[src/rtl/i2c_mon_pkg.sv]
// Shared types for the passive I2C bus monitor: event kinds, the event
// record stored in the FIFO, the decoder state encoding and a helper.
package i2c_mon_pkg;

  // Width of the index field in a stored event; the top trims it to the
  // width its MAX_BYTES needs.
  localparam int IDX_MAX_W = 16;

  // Upper five bits of a 10-bit addressing first byte.
  localparam logic [4:0] TEN_BIT_PREFIX = 5'b11110;

  typedef enum logic [2:0] {
    EVT_START  = 3'd0,
    EVT_RSTART = 3'd1,
    EVT_ADDR   = 3'd2,
    EVT_ADDR2  = 3'd3,
    EVT_DATA   = 3'd4,
    EVT_STOP   = 3'd5,
    EVT_ERR    = 3'd6
  } evt_kind_e;

  typedef struct packed {
    evt_kind_e            kind;
    logic [7:0]           data;
    logic                 ack;
    logic [IDX_MAX_W-1:0] idx;
  } i2c_evt_s;

  typedef enum logic [2:0] {
    ST_IDLE      = 3'd0,
    ST_ADDR      = 3'd1,
    ST_ADDR_ACK  = 3'd2,
    ST_ADDR2     = 3'd3,
    ST_ADDR2_ACK = 3'd4,
    ST_DATA      = 3'd5,
    ST_DATA_ACK  = 3'd6
  } mon_state_e;

  function automatic i2c_evt_s mk_evt(input evt_kind_e k, input logic [7:0] d,
                                      input logic a, input logic [IDX_MAX_W-1:0] i);
    i2c_evt_s e;
    e.kind = k;
    e.data = d;
    e.ack  = a;
    e.idx  = i;
    return e;
  endfunction

endpackage

[src/rtl/i2c_mon_evt_fifo.sv]
// Synchronous event FIFO with a valid/ready read side. A push while full is
// accepted only if the head is popped in the same cycle; the caller detects
// drops from the full flag.
module i2c_mon_evt_fifo
  import i2c_mon_pkg::*;
#(
  parameter int FIFO_DEPTH = 8
) (
  input  logic     clk,
  input  logic     rst,
  input  logic     push,
  input  i2c_evt_s push_evt,
  input  logic     pop_ready,
  output logic     head_valid,
  output i2c_evt_s head_evt,
  output logic     full
);

  localparam int AW = $clog2(FIFO_DEPTH);

  i2c_evt_s      mem [FIFO_DEPTH];
  logic [AW-1:0] wr_ptr;
  logic [AW-1:0] rd_ptr;
  logic [AW:0]   count;
  logic          pop;
  logic          wr_en;

  assign head_valid = (count != '0);
  assign full       = (count == (AW+1)'(FIFO_DEPTH));
  assign pop        = head_valid && pop_ready;
  assign wr_en      = push && (!full || pop);
  assign head_evt   = mem[rd_ptr];

  // Pointer and occupancy bookkeeping; pointers wrap naturally at the power-of-2 depth.
  always_ff @(posedge clk) begin
    if (rst) begin
      wr_ptr <= '0;
      rd_ptr <= '0;
      count  <= '0;
    end else begin
      if (wr_en) wr_ptr <= wr_ptr + 1'b1;
      if (pop)   rd_ptr <= rd_ptr + 1'b1;
      case ({wr_en, pop})
        2'b10:   count <= count + 1'b1;
        2'b01:   count <= count - 1'b1;
        default: count <= count;
      endcase
    end
  end

  // Event storage; contents are only meaningful where count says so.
  always_ff @(posedge clk) begin
    if (wr_en) mem[wr_ptr] <= push_evt;
  end

endmodule

[src/rtl/i2c_bus_monitor_rtl.sv]
// Passive I2C bus monitor: conditions SCL/SDA, decodes START/RSTART/STOP,
// address and data bytes with their ACK bit, and queues events in a FIFO.
module i2c_bus_monitor_rtl
  import i2c_mon_pkg::*;
#(
  parameter int FILTER_LEN = 3,
  parameter int FIFO_DEPTH = 8,
  parameter int TEN_BIT_EN = 1,
  parameter int MAX_BYTES  = 255,
  localparam int IDX_W     = $clog2(MAX_BYTES + 1)
) (
  input  logic             pclk,
  input  logic             areset,
  input  logic             scl_i,
  input  logic             sda_i,
  output logic             evt_valid,
  input  logic             evt_ready,
  output logic [2:0]       evt_kind,
  output logic [7:0]       evt_data,
  output logic             evt_ack,
  output logic [IDX_W-1:0] evt_idx,
  output logic             bus_busy,
  output logic             overflow,
  input  logic             overflow_clr
);

  function automatic logic [IDX_W-1:0] sat_inc(input logic [IDX_W-1:0] v);
    return (v == IDX_W'(MAX_BYTES)) ? v : v + 1'b1;
  endfunction

  function automatic logic is_ten_bit_prefix(input logic [7:0] b);
    return (TEN_BIT_EN != 0) && (b[7:3] == TEN_BIT_PREFIX) && !b[0];
  endfunction

  // Line index 0 is SCL, 1 is SDA.
  logic [1:0] sync1;
  logic [1:0] sync2;
  logic [1:0] filt;
  logic [1:0] filt_d;
  logic [3:0] stab_cnt [2];

  // Two-flop synchroniser, stability filter and one-cycle history per line.
  always_ff @(posedge pclk) begin
    if (areset) begin
      sync1  <= 2'b11;
      sync2  <= 2'b11;
      filt   <= 2'b11;
      filt_d <= 2'b11;
      for (int i = 0; i < 2; i++) stab_cnt[i] <= '0;
    end else begin
      sync1  <= {sda_i, scl_i};
      sync2  <= sync1;
      filt_d <= filt;
      for (int i = 0; i < 2; i++) begin
        if (sync2[i] == filt[i]) begin
          stab_cnt[i] <= '0;
        end else if (stab_cnt[i] == 4'(FILTER_LEN - 1)) begin
          filt[i]     <= sync2[i];
          stab_cnt[i] <= '0;
        end else begin
          stab_cnt[i] <= stab_cnt[i] + 4'd1;
        end
      end
    end
  end

  logic scl_rise, scl_fall, start_c, stop_c;

  assign scl_rise = filt[0] && !filt_d[0];
  assign scl_fall = !filt[0] && filt_d[0];
  assign start_c  = filt[0] && filt_d[0] && filt_d[1] && !filt[1];
  assign stop_c   = filt[0] && filt_d[0] && !filt_d[1] && filt[1];

  mon_state_e       state, state_n;
  logic [3:0]       bit_cnt, bit_cnt_n;
  logic [7:0]       shreg, shreg_n;
  logic [IDX_W-1:0] byte_idx, byte_idx_n;
  logic             busy, busy_n;
  logic             bit_smp, bit_smp_n;
  logic             bit_pend, bit_pend_n;
  logic             push_q, push_n;
  i2c_evt_s         push_evt_q, push_evt_n;
  logic             epend_q, epend_n;
  i2c_evt_s         epend_evt_q, epend_evt_n;
  i2c_evt_s         cond_evt;

  // Decoder state and registered event push.
  always_ff @(posedge pclk) begin
    if (areset) begin
      state    <= ST_IDLE;
      bit_cnt  <= '0;
      byte_idx <= '0;
      busy     <= 1'b0;
      bit_pend <= 1'b0;
      push_q   <= 1'b0;
      epend_q  <= 1'b0;
    end else begin
      state    <= state_n;
      bit_cnt  <= bit_cnt_n;
      byte_idx <= byte_idx_n;
      busy     <= busy_n;
      bit_pend <= bit_pend_n;
      push_q   <= push_n;
      epend_q  <= epend_n;
    end
    shreg       <= shreg_n;
    bit_smp     <= bit_smp_n;
    push_evt_q  <= push_evt_n;
    epend_evt_q <= epend_evt_n;
  end

  // Next-state decode. Data bits are sampled on SCL rise but only committed on
  // SCL fall, so the SCL rise that precedes a STOP or repeated START is never
  // counted as a bit. The ACK bit is final at SCL rise and pushes its event there.
  always_comb begin
    state_n     = state;
    bit_cnt_n   = bit_cnt;
    shreg_n     = shreg;
    byte_idx_n  = byte_idx;
    busy_n      = busy;
    bit_smp_n   = bit_smp;
    bit_pend_n  = bit_pend;
    push_n      = 1'b0;
    push_evt_n  = push_evt_q;
    epend_n     = 1'b0;
    epend_evt_n = epend_evt_q;
    cond_evt    = mk_evt(EVT_START, 8'h00, 1'b0, '0);

    // Second half of an ERR + condition pair.
    if (epend_q) begin
      push_n     = 1'b1;
      push_evt_n = epend_evt_q;
    end

    if (start_c) begin
      cond_evt   = mk_evt(busy ? EVT_RSTART : EVT_START, 8'h00, 1'b0, '0);
      bit_pend_n = 1'b0;
      bit_cnt_n  = '0;
      byte_idx_n = '0;
      busy_n     = 1'b1;
      state_n    = ST_ADDR;
      push_n     = 1'b1;
      if (busy && bit_cnt != '0) begin
        push_evt_n  = mk_evt(EVT_ERR, 8'h00, 1'b0, '0);
        epend_n     = 1'b1;
        epend_evt_n = cond_evt;
      end else begin
        push_evt_n = cond_evt;
      end
    end else if (stop_c) begin
      bit_pend_n = 1'b0;
      if (busy) begin
        cond_evt  = mk_evt(EVT_STOP, 8'h00, 1'b0, '0);
        bit_cnt_n = '0;
        busy_n    = 1'b0;
        state_n   = ST_IDLE;
        push_n    = 1'b1;
        if (bit_cnt != '0) begin
          push_evt_n  = mk_evt(EVT_ERR, 8'h00, 1'b0, '0);
          epend_n     = 1'b1;
          epend_evt_n = cond_evt;
        end else begin
          push_evt_n = cond_evt;
        end
      end
    end else if (scl_rise) begin
      case (state)
        ST_ADDR, ST_ADDR2, ST_DATA: begin
          bit_smp_n  = filt[1];
          bit_pend_n = 1'b1;
        end
        ST_ADDR_ACK: begin
          push_n     = 1'b1;
          push_evt_n = mk_evt(EVT_ADDR, shreg, !filt[1], '0);
          bit_cnt_n  = '0;
          state_n    = is_ten_bit_prefix(shreg) ? ST_ADDR2 : ST_DATA;
        end
        ST_ADDR2_ACK: begin
          push_n     = 1'b1;
          push_evt_n = mk_evt(EVT_ADDR2, shreg, !filt[1], '0);
          bit_cnt_n  = '0;
          state_n    = ST_DATA;
        end
        ST_DATA_ACK: begin
          push_n     = 1'b1;
          push_evt_n = mk_evt(EVT_DATA, shreg, !filt[1], IDX_MAX_W'(byte_idx));
          byte_idx_n = sat_inc(byte_idx);
          bit_cnt_n  = '0;
          state_n    = ST_DATA;
        end
        default: ;
      endcase
    end else if (scl_fall && bit_pend) begin
      shreg_n    = {shreg[6:0], bit_smp};
      bit_pend_n = 1'b0;
      bit_cnt_n  = bit_cnt + 4'd1;
      if (bit_cnt == 4'd7) begin
        case (state)
          ST_ADDR:  state_n = ST_ADDR_ACK;
          ST_ADDR2: state_n = ST_ADDR2_ACK;
          ST_DATA:  state_n = ST_DATA_ACK;
          default:  ;
        endcase
      end
    end
  end

  i2c_evt_s head_evt;
  logic     head_valid;
  logic     fifo_full;

  i2c_mon_evt_fifo #(
    .FIFO_DEPTH (FIFO_DEPTH)
  ) u_fifo (
    .clk        (pclk),
    .rst        (areset),
    .push       (push_q),
    .push_evt   (push_evt_q),
    .pop_ready  (evt_ready),
    .head_valid (head_valid),
    .head_evt   (head_evt),
    .full       (fifo_full)
  );

  // Sticky drop flag; a new drop wins over a clear in the same cycle.
  always_ff @(posedge pclk) begin
    if (areset) begin
      overflow <= 1'b0;
    end else if (push_q && fifo_full && !(head_valid && evt_ready)) begin
      overflow <= 1'b1;
    end else if (overflow_clr) begin
      overflow <= 1'b0;
    end
  end

  assign evt_valid = head_valid;
  assign evt_kind  = head_valid ? head_evt.kind : 3'd0;
  assign evt_data  = head_valid ? head_evt.data : 8'h00;
  assign evt_ack   = head_valid ? head_evt.ack : 1'b0;
  assign evt_idx   = head_valid ? IDX_W'(head_evt.idx) : '0;
  assign bus_busy  = busy;

endmodule

[config.mk]
export PLATFORM = sky130hd
export DESIGN_NAME = i2c_bus_monitor_rtl
export DESIGN_NICKNAME = d
export VERILOG_FILES = /design/src/rtl/i2c_mon_pkg.sv /design/src/rtl/i2c_mon_evt_fifo.sv /design/src/rtl/i2c_bus_monitor_rtl.sv
export SDC_FILE = /design/constraint.sdc
export NUM_CORES = 1
export LEC_CHECK = 0
export ABC_AREA = 1
export BUFFER_PORTS_ARGS = -buffer_cell sky130_fd_sc_hd__buf_2
export CORE_MARGIN = 2
export CORE_UTILIZATION = 60
export DETAILED_ROUTE_END_ITERATION = 8
export PLACE_DENSITY = 0.75
export SLEW_MARGIN = 20
export SYNTH_ARGS = -nofsm -noshare
export SYNTH_HDL_FRONTEND = slang
export SYNTH_HIERARCHICAL = 1
export SYNTH_SLANG_ARGS = --single-unit
[constraint.sdc]
create_clock -name pclk -period 5.8 [get_ports pclk]
set_clock_uncertainty 0.1 [all_clocks]
set_input_delay 0.29 -clock pclk [delete_from_list [all_inputs] [get_ports pclk]]
set_output_delay 0.29 -clock pclk [all_outputs]
set_load 0.02 [all_outputs]
# --- Yosys cells after proc, flatten, opt, wreduce, memory -nomap -nowiden ---
# Memories as Yosys holds them, arrays and structs flattened. A register that Yosys moved wholly into a read port is not among the register bits.
# Index checks and enable logic that the tools add are counted.
word_totals:
  memories: 2
  reg_bits: 103
  input_bits: 6
  mem_bits_rw: 232
  romBits: 0
  latch_bits: 0
  wordCells: 208
  output_inout_bits: 23
mem_list:
  columns: ["memory", "depth", "word_bits", "rd", "rd_clocked_by_memory_dff", "write_ports", "line_no", "rtl"]
  rows:
  - ["u_fifo.mem", 8, 28, 1, 1, 1, "i2c_mon_evt_fifo.sv:21", "i2c_evt_s mem [FIFO_DEPTH];"]
  - ["stab_cnt", 2, 4, 2, 0, 2, "i2c_bus_monitor_rtl.sv:40", "logic [3:0] stab_cnt [2];"]
op_classes:
  bitwise_logic: 12
  n_shift: 0
  add_sub_neg: 8
  eq_ne: 23
  order_cmp: 0
  div_mod_pow: 0
  n_mul: 0
  n_reduce_logical: 51
  mux: 85
ops:
  columns: ["operator", "n"]
  rows:
  - ["$mux 28", 11]
  - ["$pmux 28 s3", 1]
  - ["$mux 1", 47]
  - ["$mux 4", 11]
  - ["$mux 27", 1]
  - ["$mux 3", 9]
  - ["$add 4x1->4 const B", 4]
  - ["$mux 8", 2]
  - ["$reduce_and 4->1", 4]
  - ["$reduce_bool 4->1", 4]
  - ["$logic_and 1x1->1", 14]
  - ["$reduce_bool 2->1", 6]
  - ["$reduce_and 5->1", 2]
  - ["$eq 3x3->1 const B", 3]
  - ["$pmux 3 s3", 1]
  - ["$reduce_or 3->1", 3]
  - ["$add 8x1->8 const B", 1]
  - ["$eq 4x2->1 const B", 2]
  - ["$eq 8x8->1 const B", 1]
  - ["$pmux 4 s2", 1]
  - ["$logic_not 1->1", 7]
  - ["$add 3x1->3 const B", 2]
  - ["$eq 3x2->1 const B", 2]
  - ["$ne 2x1->1 const B", 3]
  - ["other kinds (21)", 37]

# --- Logic depth before layout (Yosys ltp) ---
# Gate-level depths: netlist of the first run.
# An unclocked memory read counts as a cell.
logic_depth:
  word_depth: 8
  mapped_depth: 11
  mapped_depth_nobuf: 11

# --- Modules after synthesis ---
# Netlist of the first run, hierarchy kept.
modules_own_cells:
  columns: ["mod", "seq_area_each_um2", "n_inst", "area_per_inst_um2", "cells_each"]
  rows:
  - ["i2c_mon_evt_fifo", 6986.7, 1, 9337.7, 664]
  - ["i2c_bus_monitor_rtl", 1691.6, 1, 3369.5, 408]

# --- Worst setup path before layout of the first run ---
# Ideal clock, no wire load.
synth_timing:
  path_type: "register to register"
  from: "register u_fifo.count[2]"
  to: "memory u_fifo/mem[1][0] in the netlist's numbering (enable)"
  path_buffers: 0
  t_arrival_ps: 1980
  required_ps: 5287
  path_stages_with_launch: 7
  period_less_slack_ps: 2493
  setup_slack_ps: 3307
  setup_time_ps: 413
  path_cell_list: "dfxtp_1 inv_1 nand4_1 nand2_1 nor2_1 inv_2 nor2_1"
synth_between:
  elab_chain_cells: 6
  elab_cells_between_ends: 8
  classes_between: "eq/ne: 1; mux: 2; reduce/logical: 5"
synth_lines:
  columns: ["item", "line_no", "rtl"]
  rows:
  - ["from (decl)", "i2c_mon_evt_fifo.sv:24", "logic [AW:0] count;"]
  - ["from (signal assigned)", "i2c_mon_evt_fifo.sv:44", "2'b10: count <= count + 1'b1;"]
  - ["from (signal assigned)", "i2c_mon_evt_fifo.sv:45", "2'b01: count <= count - 1'b1;"]
  - ["from (signal assigned)", "i2c_mon_evt_fifo.sv:46", "default: count <= count;"]
  - ["$eq 4x4->1 or $reduce_bool 4->1 (tied branches)", "i2c_mon_evt_fifo.sv:29, i2c_mon_evt_fifo.sv:28", null]
  - ["$logic_not 1->1 or $logic_and 1x1->1 (tied branches)", "i2c_mon_evt_fifo.sv:31, i2c_mon_evt_fifo.sv:30", null]
  - ["$logic_or 1x1->1 *", "i2c_mon_evt_fifo.sv:31", "assign wr_en = push && (!full || pop);"]
  - ["$logic_and 1x1->1 *", "i2c_mon_evt_fifo.sv:31", null]
  - ["$mux 1 *", "i2c_mon_evt_fifo.sv:53", "if (wr_en) mem[wr_ptr] <= push_evt;"]
  - ["$mux 1 (not written as such) *", "i2c_mon_evt_fifo.sv:53", null]
  - ["to (decl)", "i2c_mon_evt_fifo.sv:21", null]
# Every way passes the cells marked *; elsewhere a longest branch is shown, timed or not.

==> impl.org, run 1 <==
** Critical path
- Measured in cells, the most critical reg-to-reg path has a length of 12.
- The worst setup path is launched from a flip-flop.
- Data on the critical path arrives at its endpoint at 3.11 ns.
- Kind of capture point of the worst setup path :: primary output
- Of all nets on the critical path, the largest fanout is 81.
- Category of the most critical setup path :: reg2out
- For the worst setup path, the data required time is approximately 5.4 ns.

** Floorplanning
- Pin placement for this block handled 29 I/O pins.
- Vertical extent of the die :: 134 um
- Starting utilization of the core area :: 0.611
- Row count :: 47
- The die covers 0.0178 sq mm.
- Core outline area :: 0.0165 sq mm
- Chip width :: 134 um

** CTS
- CTS clock-pin slew for the worst setup and hold paths :: 0.06 ns
- Number of H-tree levels :: 1
- In this run, post-CTS repair resized a total of 0 instances.
- Max clock buf depth :: 3
- The clock drives 240 sinks.
- Cts hold-fix bufs :: 3
- Number of buffers added by the clock tree synthesis step :: 24
- TritonCTS built the clock tree.
- At the later pin of the worst-skew pair, clock insertion delay measures 0.51 ns.
- Buffers added to address setup during post-CTS repair amount to 0.
- Root buf cell :: sky130_fd_sc_hd__clkbuf_16

** Yosys
- Synth warn :: 6
- Post-Synthesis Cells :: 895
- The mapped netlist covers just over 0.01 sq mm.
- Each instance of the synthesized netlist takes up on average 11.2 sq um.

** Timing
- In this run the tightest slew margin relative to its limit is 0.306.
- Adding up every negative setup slack in the final design gives 0 ns.
- The final number of max-transition violations was 0.
- Final hold analysis gives a worst-case slack of around 0.023 ns.
- Portion of the clock cycle consumed by the worst path in the final layout :: 0.603
- Setup repair after global routing missed its margin :: false
- Setup violations remaining at the end of the flow were counted as 0.
- The final count of hold timing violations was 0.
- Maximum clock rate :: between 200 and 300 MHz
- For the pin with the worst max-slew slack, the measured transition is 1.04 ns.
- The smallest clock period supported by the final layout is computed as 3.50 ns.

** Place
- Counting tap cells, the placed design contains a total of between 1000 and 1500 instances.
- I/O Buffers :: 28
- Routability-driven placement finished with a final weighted congestion of ~0.80.
- Post-detail-place hpwl :: 10800 um

** Layout
- At the end of the flow, the number of nets in the layout was about 950.
- From synthesis to final layout, the design area changed by 11.6%.
- Final non-filler cell total :: 1166
- Fraction of layout instances using a drive strength above 1 :: 0.129
- 0 antenna diodes ended up in the layout.
- Measured on the finished design, the core utilization comes to 0.682.

** Global routing
- For this run, the total global-route usage over all layers was measured as 0.216.
- Vias in the first global route :: between 5000 and 6000
- The number of antenna violations at the first check in global routing came to 0.
- Global-route wire length before repair :: 30300 um
- Pin count of the biggest net entering global routing :: 82
- Summed over all layers, the global routing overflow is 0.

** Drt
- In the routed design, unresolved DRC markers number 0.
- Detailed-route via count :: 6346
- Detailed-route vias per instance :: between 5 and 6
- Count of TritonRoute iterations in the first routing pass :: 4
- Drt total wl :: 19100 um
- Wire length per cell :: 16.3 um
- In this run, the number of DRC markers left after iteration 0 of detailed routing was 559.
- The count of nets left with antenna violations once routing finished came out at 0.

** Power and ir drop
- Max rail drop VDD :: 0.000350 V
- For this design the ratio of total power to cell area is about 420 mW/mm^2.
- Leakage power summed over all cells :: 4.21 nW

** Worst hold path
- The worst hold path was traced through 4 stages.
- Class of the worst hold path :: in2reg

** Outcome
- The run finished with clean final reports.

** Job
- Number of max-capacitance violations reported :: 0
==> worst max-delay path, stage by stage (launching register included) <==
cell and delay (ns):
sky130_fd_sc_hd__dfxtp_4 0.33, sky130_fd_sc_hd__buf_4 0.78, sky130_fd_sc_hd__inv_2 0.60, sky130_fd_sc_hd__nor2_1 0.28, sky130_fd_sc_hd__o22ai_1 0.14, sky130_fd_sc_hd__nand2_1 0.11, sky130_fd_sc_hd__nand2_1 0.08, sky130_fd_sc_hd__nand2_1 0.07
sky130_fd_sc_hd__inv_1 0.03, sky130_fd_sc_hd__buf_2 0.14
==> path summary, 6_finish.rpt <==
path / start / to / slack, ns
max: flip-flop / evt_data[4] / 2.30
min: evt_ready / overflow$_SDFFE_PP0P_ / 0.02
max reg2reg: u_fifo/count[0]$_SDFFE_PP0P_ / u_fifo/count[3]$_SDFFE_PP0P_ / 3.59
min reg2reg: sync1[1]$_SDFF_PP1_ / sync2[1]$_SDFF_PP1_ / 0.32
==> placed cells by master (no fill, tap or decap), types with 2 or more instances in the layout <==
cell type,instances
sky130_fd_sc_hd__a21oi_1,32
sky130_fd_sc_hd__buf_2,28
sky130_fd_sc_hd__buf_4,12
sky130_fd_sc_hd__bufinv_16,4
sky130_fd_sc_hd__clkbuf_1,3
sky130_fd_sc_hd__clkbuf_16,25
sky130_fd_sc_hd__clkbuf_8,4
sky130_fd_sc_hd__clkinv_1,3
sky130_fd_sc_hd__clkinv_2,3
sky130_fd_sc_hd__conb_1,8
sky130_fd_sc_hd__dfxtp_1,59
sky130_fd_sc_hd__dlygate4sd3_1,3
sky130_fd_sc_hd__edfxtp_1,179
sky130_fd_sc_hd__ha_1,11
sky130_fd_sc_hd__inv_1,70
sky130_fd_sc_hd__inv_2,8
sky130_fd_sc_hd__mux2i_1,40
sky130_fd_sc_hd__nand2_1,159
sky130_fd_sc_hd__nand2_2,2
sky130_fd_sc_hd__nand2_4,9
sky130_fd_sc_hd__nand3_1,46
sky130_fd_sc_hd__nand4_1,4
sky130_fd_sc_hd__nor2_1,78
sky130_fd_sc_hd__nor2_2,10
sky130_fd_sc_hd__nor3_1,5
sky130_fd_sc_hd__o21ai_0,63
sky130_fd_sc_hd__o21ai_1,4
sky130_fd_sc_hd__o22ai_1,40
sky130_fd_sc_hd__or2_2,5
sky130_fd_sc_hd__xnor2_1,2
sky130_fd_sc_hd__xor2_1,8
==> layer usage <==
| layer | part of all wire | global-route usage |
|---|---|---|
| met1 | 0.43 | 0.293 |
| met2 | 0.50 | 0.368 |
| met3 | 0.055 | 0.0308 |
| met4 | 0.018 | 0.0615 |
| met5 | 0 | 0 |
==> layout make-up <==
| type | count | area, sq um |
|---|---|---|
| flip-flops and latches | 240 | 6600 |
| repair buffers | 43 | 260 |
| fillers | 1211 | 5240 |
| clock inverters | 12 | 163 |
| well taps | 220 | 275 |
| multi-input cells | 539 | 2930 |
| inverters | 80 | 308 |
| clock buffers | 32 | 692 |
==> power breakdown <==
group	internal (mW)	total [mW]	switching, mW	leakage (nW)
logic	0.374	1.13	0.760	1.69
clock network	1.02	1.64	0.624	0.418
registers	1.88	1.92	0.0411	2.10
==> state kept, by name (all words and copies together) (netlist names), 3 cells and up, named ones only <==
name / count
u_fifo/mem: 160
push_evt_q: 20
byte_idx: 8
shreg: 8
stab_cnt: 8
bit_cnt: 4
u_fifo/count: 4
state: 3
u_fifo/rd_ptr: 3
u_fifo/wr_ptr: 3
==> metrics by stage <==
| stage | area [sq um] | setup WS (ns) | total power, mW |
|---|---|---|---|
| after CTS | 11200 | 2.25 | 4.72 |
| after detailed placement | 10300 | 2.82 | 3.09 |
| after global placement | 10300 | 2.94 | 3.07 |
| after floorplan | 10100 | 3.66 | 2.87 |
| after global routing | 11200 | 2.08 | 4.91 |
| final | 11200 | 2.30 | 4.70 |
Note: power is estimated with default switching activity, not from simulation.
==> run 2: changes to the inputs <==
==> constraint.sdc (replaced) <==
create_clock -name pclk -period 3.39 [get_ports pclk]
set_clock_uncertainty 0.1 [all_clocks]
set_input_delay 0.1695 -clock pclk [delete_from_list [all_inputs] [get_ports pclk]]
set_output_delay 0.1695 -clock pclk [all_outputs]
set_load 0.02 [all_outputs]
==> run 2 against run 1 <==
Clock-buffer cell count rose by 2. Cell count barely moved. Critical path depth fell by 1. Sequential power rose by 75%. Flip-flop and latch count did not move.
==> impl.org, run 2 (synthesis results as in run 1) <==
** Layout
- Registers with the highest flip-flop counts :: u_fifo/mem: 160 flops, push_evt_q: 20 flops
- Leading cell type in the layout, fill and taps excluded :: sky130_fd_sc_hd__edfxtp_1
- The total of fill cells in the finished design came to 1211 (unchanged).
- Final Net Count :: 949 (+0.32%)
- Area added between synthesis and finish :: 10.8%
- Most flop-heavy register :: u_fifo/mem
- The number of flip-flops in the largest register came to 160 (unchanged).
- Count of inserted antenna diode cells :: 0 (unchanged)
- In the layout the commonest cells are 179 x sky130_fd_sc_hd__edfxtp_1, 159 x sky130_fd_sc_hd__nand2_1, 78 x sky130_fd_sc_hd__nor2_1, 70 x sky130_fd_sc_hd__inv_1, 63 x sky130_fd_sc_hd__o21ai_0.
- The fraction of layout instances using a drive strength above 1 was 0.121 (-0.00753).
- Post-route cell area :: 0.0112 sq mm (-0.68%)

** Global routing
- Total overflow reported by the global router :: 0 (unchanged)
- Vias in the first global route :: 6115 (+2.6%)
- The wire length of the first global-routing pass came to 31100 um (+2.7%).
- Number of antenna violations at the first check in global routing :: 0 (unchanged)
- The largest net degree at the start of global routing came to 81 (-1.2%).
- The overall fraction of global-route tracks in use is 0.223 (+0.00684).

** Power and ir drop
- Max rail drop VDD :: 0.000475 V (+36%)
- The leakage power came to 4.17 nW (-0.92%).
- The cell area power density is 693 mW/mm^2 (+66%).

** CTS
- The clock tree buffer depth was 3 (unchanged).
- Worst skew pair latency :: 0.50 ns (about the same)
- Clock tree synthesis selected as its root buffer the cell sky130_fd_sc_hd__clkbuf_16.
- Clock sink count :: 240 (unchanged)
- Cts hold-fix bufs :: 6 (+3)
- Number of buffers added by the clock tree synthesis step :: 23 (-4.2%)
- TritonCTS clock tree :: done
- CTS-repair resized insts :: 0 (unchanged)
- Post-CTS Setup Inserts :: 0 (unchanged)
- The clock slew at the register clock pins of the worst setup and hold paths was 0.06 ns (about the same).
- The number of H-tree levels is 1 (unchanged).

** Floorplanning
- The die extent in x came to 134 um (unchanged).
- The die height is 134 um (unchanged).
- Die ar. :: 0.0178 sq mm (unchanged)
- Num ports :: 29 (unchanged)
- Core outline area :: 0.0165 sq mm (unchanged)
- Row count :: 47 (unchanged)
- The starting density of the core was 0.611 (unchanged).

** Critical path
- The largest fanout on the critical path is 40 (-51%).
- Cell-by-cell listing of the critical path :: inv_2, nor2_1, o22ai_1, nand2_1, nand2_1, nand2_1, inv_1, buf_2
- The largest individual stage delay along the critical path comes from the cell sky130_fd_sc_hd__inv_2.
- STA classifies the critical path endpoint as a primary output.
- By instance count, the cell type seen most on the critical path is sky130_fd_sc_hd__nand2_1.
- Worst Path Arrival :: 2.46 ns (-0.65 ns)
- Largest stage delay on the critical path :: 0.67 ns (-0.11 ns)
- The required time of the worst setup path came to 3.12 ns (-2.29 ns).
- STA classifies the critical path startpoint as a flip-flop.
- The worst setup path is of the reg2out kind.

** Timing
- Minimum hold slack :: 0.287 ns (+0.264 ns)
- Setup Total Neg Slack :: 0 ns (unchanged)
- In the finished design, the share of the clock period the worst path needs comes to 0.806.
- The final setup violation count was 0 (unchanged).
- The transition time at the pin with the least slew margin is 0.819 ns (-0.222 ns).
- Post-route worst setup slack :: 0.659 ns (-1.64 ns)
- Setup repair after global routing missed its margin :: false
- Worst slew slack as a fraction of its limit :: 0.453 (+0.147)
- Number of pins exceeding their max-slew limit in the final report :: 0 (unchanged)
- Maximum clock rate :: 366 MHz
- Final hold vios :: 0 (unchanged)
- The routed design could run at a clock period as short as between 2 and 3 ns.

** Job
- The number of max-capacitance violations reported came to 0 (unchanged).

** Place
- The post-detailed-placement cell area was 0.0104 sq mm (+0.19%).
- Worst slack, placed :: 1.20 ns (-1.62 ns)
- The last weighted congestion value of the routability-driven placer was 0.824 (+2.9%).
- The HPWL after detailed placement came to 11400 um (+5.5%).
- The quantity of I/O buffers inserted on ports is 28 (unchanged).

** Drt
- The detailed-route wire length per cell came to 16.5 um (+1.0%).
- The residual antenna-violating net count after detailed routing is 0 (unchanged).
- DR DRC count :: 0 (unchanged)
- The via count normalized by instance count is 5.48 (+0.62%).
- Count of TritonRoute iterations in the first routing pass :: 5 (+1)
- Detailed-route via count :: 6391 (+0.71%)
- The overall routed net length was 19300 um (+1.1%).
- Detailed router's first-iteration violation count :: 549 (-1.8%)

** Outcome
- The flow ran to the end, and the final reports show no timing, DRC or antenna violations.

** Worst hold path
- Class of the worst hold path :: in2reg
==> run 2: cell count changes in the layout (fill, tap and decap cells not counted), sizes merged <==
cell,delta
bufinv,-2
dlygate4sd3,+3
buf,+1
clkinvlp,-1
inv,-1
clkbuf,+2
clkinv,-1
==> run 2: path summary, 6_finish.rpt <==
| check | startpoint | end | slack [ns] | depth (start not counted) |
|---|---|---|---|---|
| worst max-delay path | flip-flop | evt_kind[2] | 0.66 | 8 |
| worst min-delay path | scl_i | sync1[0]$_SDFF_PP1_ | 0.29 | 3 |
| worst max register to register | u_fifo/count[1]$_SDFFE_PP0P_ | u_fifo/count[3]$_SDFFE_PP0P_ | 1.17 | 12 |
| worst min register to register | sync1[0]$_SDFF_PP1_ | sync2[0]$_SDFF_PP1_ | 0.31 | 1 |
==> run 2: area by class of cell <==
class                      instances  area (sq um)  area share
clock buffer                      34           647      0.0580
tap                              220           275      0.0247
timing repair buffer              47           310      0.0278
inverter                          80           308      0.0276
clock inverter                     7          81.3     0.00729
sequential                       240          6600       0.592
multi-input combinational        539          2930       0.263
==> run 2: worst max-delay path: cells and delay by family (launching register included) <==
family	cells	cell delay [ns]
AOI/OAI and AO/OA	1	0.19
buffers and inverters	3	0.90
DFF	1	0.49
and+or+nand+nor	4	0.36
==> run 2: power by group <==
group          internal, mW  switching [mW]  leakage (nW)  total (mW)
sequential             3.22           0.139          2.10        3.36
clock                  1.47           0.992         0.355        2.46
combinational         0.647            1.26          1.71        1.91
total                  5.34            2.39          4.17        7.73
==> run 2: metrics by stage <==
stage          std cells   util  total power, mW
2_1_floorplan        902      -             4.91
3_3_place_gp        1120  0.629             5.29
3_5_place_dp        1120  0.629             5.31
4_1_cts             1167  0.677             7.77
5_1_grt             1167  0.677             8.11
6_report            1167  0.677             7.73
==> run 2: metal layers <==
layer / up-vias / GRT usage / part of all wire
met5: - / 0 / 0
met4: 0 / 0.0703 / 0.024
met3: 35 / 0.0278 / 0.062
met2: 192 / 0.381 / 0.50
met1: 3009 / 0.301 / 0.41
li1: 3155 / - / -
==> run 3: changes to the inputs <==
--- a/config.mk
+++ b/config.mk
@@ -5,10 +5,10 @@
 export SDC_FILE = /design/constraint.sdc
 export NUM_CORES = 1
 export LEC_CHECK = 0
-export ABC_AREA = 1
+export ABC_AREA = 0
 export BUFFER_PORTS_ARGS = -buffer_cell sky130_fd_sc_hd__buf_2
 export CORE_MARGIN = 2
-export CORE_UTILIZATION = 60
+export CORE_UTILIZATION = 57
 export DETAILED_ROUTE_END_ITERATION = 8
 export PLACE_DENSITY = 0.75
 export SLEW_MARGIN = 20
==> constraint.sdc (replaced) <==
create_clock -name pclk -period 2.2 [get_ports pclk]
set_clock_uncertainty 0.1 [all_clocks]
set_input_delay 0.11 -clock pclk [delete_from_list [all_inputs] [get_ports pclk]]
set_output_delay 0.11 -clock pclk [all_outputs]
set_load 0.02 [all_outputs]
==> run 3 against run 2 <==
The run now ends with setup timing left. Worst hold slack got worse by 0.057 ns. Core utilization rose by 1.3 points. Total power rose by 49%. Via count fell by 16%. Clock power rose by 66%. Design area rose by 3.4%. Highest routed layer unchanged.
==> impl.org, run 3 <==
** Floorplanning
- The die height is 135 um (+1.2%).
- The starting density of the core came to 0.586 (-0.0248).
- Num ports :: 29 (unchanged)
- Die ar. :: 0.0182 sq mm (+2.4%)
- The area of the core came to 0.0167 sq mm (+1.4%).
- The die extent in x came to 135 um (+1.2%).
- The number of placement rows came to 47 (unchanged).

** Timing
- Setup repair after global routing missed its margin :: true
- Maximum clock rate :: 406 MHz
- The total negative setup slack was -4.28 ns (-4.28 ns).
- Worst slew slack as a fraction of its limit :: 0.569 (+0.116)
- The transition time at the pin with the least slew margin came to 0.642 ns (-0.177 ns).
- After layout, the minimum clock period comes to approximately 2.5 ns.
- Post-route worst setup slack :: -0.265 ns (-0.924 ns)
- Dividing the final minimum period by the clock period gives 1.12.
- The final count of hold timing violations came to 0 (unchanged).
- The final setup violation count is 21 (+21).
- Number of pins exceeding their max-slew limit in the final report :: 0 (unchanged)

** Place
- Worst slack, placed :: -0.0689 ns (-1.27 ns)
- Routability-driven placement congestion ratio :: 0.879 (+6.6%)
- The quantity of I/O buffers inserted on ports is 28 (unchanged).
- Post-detail-place hpwl :: 10800 um (-5.4%)
- Dpl cell area :: 0.0104 sq mm (about the same)

** Worst hold path
- The startpoint identified for the worst hold timing path is sda_i.
- Worst Hold Path EP :: sync1[1]$_SDFF_PP1_
- Cells on Worst Hold Path :: 3 (unchanged)
- In this run the worst hold path is classified as in2reg.

** CTS
- Number of buffers added by the clock tree synthesis step :: 24 (+4.3%)
- TritonCTS built the clock tree.
- Root buf cell :: sky130_fd_sc_hd__clkbuf_16
- Number of H-tree levels :: 1 (unchanged)
- CTS clock-pin slew for the worst setup and hold paths :: 0.06 ns (about the same)
- Max clock buf depth :: 3 (unchanged)
- Clock sink count :: 240 (unchanged)
- Worst skew pair latency :: 0.50 ns (about the same)

** Global routing
- The wire length of the first global-routing pass was 30200 um (-2.8%).
- Vias in the first global route :: 5612 (-8.2%)
- Pin count of the biggest net entering global routing :: 41 (-49%)
- Number of antenna violations at the first check in global routing :: 0 (unchanged)
- The total congestion overflow after global routing was 0 (unchanged).
- The overall fraction of global-route tracks in use was 0.216 (-0.00715).

** Drt
- Detailed-route vias per instance :: 5.96 (+8.8%)
- Detailed-route via count :: 5378 (-16%)
- The overall routed net length is 19200 um (-0.35%).
- The first-iteration detailed-routing DRC count was 505 (-8.0%).
- The total DRC errors in the routed layout came to 0 (unchanged).
- The length of the first detailed-routing pass in iterations came to 5 (unchanged).
- Number of nets still failing antenna checks after routing :: 0 (unchanged)
- The detailed-route wire length per cell was 21.3 um (+29%).

** Critical path
- CP required :: 1.99 ns (-1.13 ns)
- Category of the most critical setup path :: reg2out
- The slack of the worst reg-to-reg path is -0.04 ns (-1.21 ns).
- The largest individual stage delay along the critical path comes from the cell sky130_fd_sc_hd__mux4_2.
- The sum of buffers and inverters on the critical path was 3 (unchanged).
- The data arrival time of the critical path was 2.26 ns (-0.20 ns).
- The worst register-to-register path begins at u_fifo/count[1]$_SDFFE_PP0P_.
- In this run the critical register-to-register path is captured at u_fifo/count[3]$_SDFFE_PP0P_.
- Among cell families on the critical path, the largest total delay comes from multiplexers.
- Cell-by-cell listing of the critical path :: buf_12, buf_16, mux4_2, mux2_2, and2_4, buf_6
- The delay of the slowest cell on the worst path was 0.51 ns (-0.16 ns).
- The largest fanout on the critical path came to 5 (-88%).
- STA classifies the critical path startpoint as a flip-flop.
- Cells on worst reg2reg path :: 9 (-3)
- STA classifies the critical path endpoint as a primary output.

** Power and ir drop
- The overall power after layout came to 11.5 mW (+49%).
- The cell area power density was 999 mW/mm^2 (+44%).
- Leakage power summed over all cells :: 3.95 nW (-5.2%)
- The highest ir drop seen on vdd came to 0.000673 V (+42%).

** Job
- Number of max-capacitance violations reported :: 0 (unchanged)

** Yosys
- Post-Synthesis Cells :: 595 (-34%)
- The post-synthesis instance area is 0.00979 sq mm (-2.7%).
- The total number of yosys warnings came to 6 (unchanged).
- Syn Area/Cell :: 16.5 sq um (+46%)

** Layout
- Most flop-heavy register :: u_fifo/mem
- Fraction of layout instances using a drive strength above 1 :: 0.316 (+0.195)
- Count of inserted antenna diode cells :: 0 (unchanged)
- Leaving out fill and tap cells, the most frequent cell in the layout is sky130_fd_sc_hd__edfxtp_1.
- Registers with the highest flip-flop counts :: u_fifo/mem: 160 flops, push_evt_q: 20 flops
- The design area is 0.0115 sq mm (+3.4%).
- The area growth from synthesis to layout is 17.7%.
- Most frequent cells in the layout :: 179 x sky130_fd_sc_hd__edfxtp_1, 60 x sky130_fd_sc_hd__dfxtp_1, 36 x sky130_fd_sc_hd__mux4_2, 29 x sky130_fd_sc_hd__nor2_1, 28 x sky130_fd_sc_hd__buf_4
- Max reg flops :: 160 (unchanged)
- Share of the core filled with cells in the final layout :: 0.690 (+0.0131)
- The post-layout net count is 683 (-28%).
- The total of fill cells in the finished design is 1067 (-12%).

** Outcome
- The checks that failed: setup timing.
- The run finished, with violations left.
## run 3: worst register-to-register path, stage by stage, from the launching register on
cell,delay [ns]
sky130_fd_sc_hd__dfxtp_1,0.31
sky130_fd_sc_hd__or3_4,0.40
sky130_fd_sc_hd__o21ai_4,0.14
sky130_fd_sc_hd__or2_4,0.14
sky130_fd_sc_hd__inv_2,0.05
sky130_fd_sc_hd__ha_4,0.24
sky130_fd_sc_hd__a21oi_4,0.14
sky130_fd_sc_hd__nand2_2,0.07
sky130_fd_sc_hd__or4_1,0.40
sky130_fd_sc_hd__a31oi_1,0.17
## run 3: layout make-up
type                       count  area [sq um]  share of cell area
clock inverter                14           149              0.0129
sequential                   240          6600               0.572
timing repair buffer          71           709              0.0615
multi-input combinational    317          3100               0.269
tap                          220           275              0.0239
inverter                      11          41.3             0.00358
clock buffer                  30           654              0.0568
## run 3: metrics by stage
step	std cells	hold WS (ns)
2_1_floorplan	602	0.0828
3_3_place_gp	849	0.195
3_5_place_dp	849	0.197
4_1_cts	904	0.210
5_1_grt	903	0.216
6_report	903	0.229
## run 3: worst max path at each step
stage / start / to / slack [ns] / cells after the start
after floorplan: push_q$_SDFF_PP0_ / u_fifo/mem[2][0]$_DFFE_PP_ / -0.56 / 3
after global placement: u_fifo/count[1]$_SDFFE_PP0P_ / u_fifo/count[3]$_SDFFE_PP0P_ / 0.04 / 9
after detailed placement: u_fifo/count[1]$_SDFFE_PP0P_ / u_fifo/count[3]$_SDFFE_PP0P_ / -0.07 / 9
after CTS: flip-flop / evt_data[6] / -0.27 / 6
after global routing: flip-flop / evt_data[5] / -0.33 / 6
final: flip-flop / evt_kind[0] / -0.27 / 6
## run 3: what timing repair did
item / CTS / global route
hold buffers: 6 / 0
hold endpoints to repair: 19 / 0
gates cloned: 3 / 0
pin swaps: 0 / 3
setup endpoints to repair: 21 / 22
buffers inserted: 2 / 0
gates resized for setup: 53 / 29
## run 3: per-layer routing
metal	global-route usage	up-vias	wire [um]
li1	-	2455	-
met1	0.277	2744	7810
met2	0.392	155	10200
met3	0.0270	24	905
met4	0.0532	0	328
met5	0	-	0
## run 3: report_power, final
part	leakage, nW	switching [mW]	internal (mW)
Sequential	2.09	0.105	4.94
Clock	0.394	1.63	2.46
Combinational	1.46	1.13	1.26
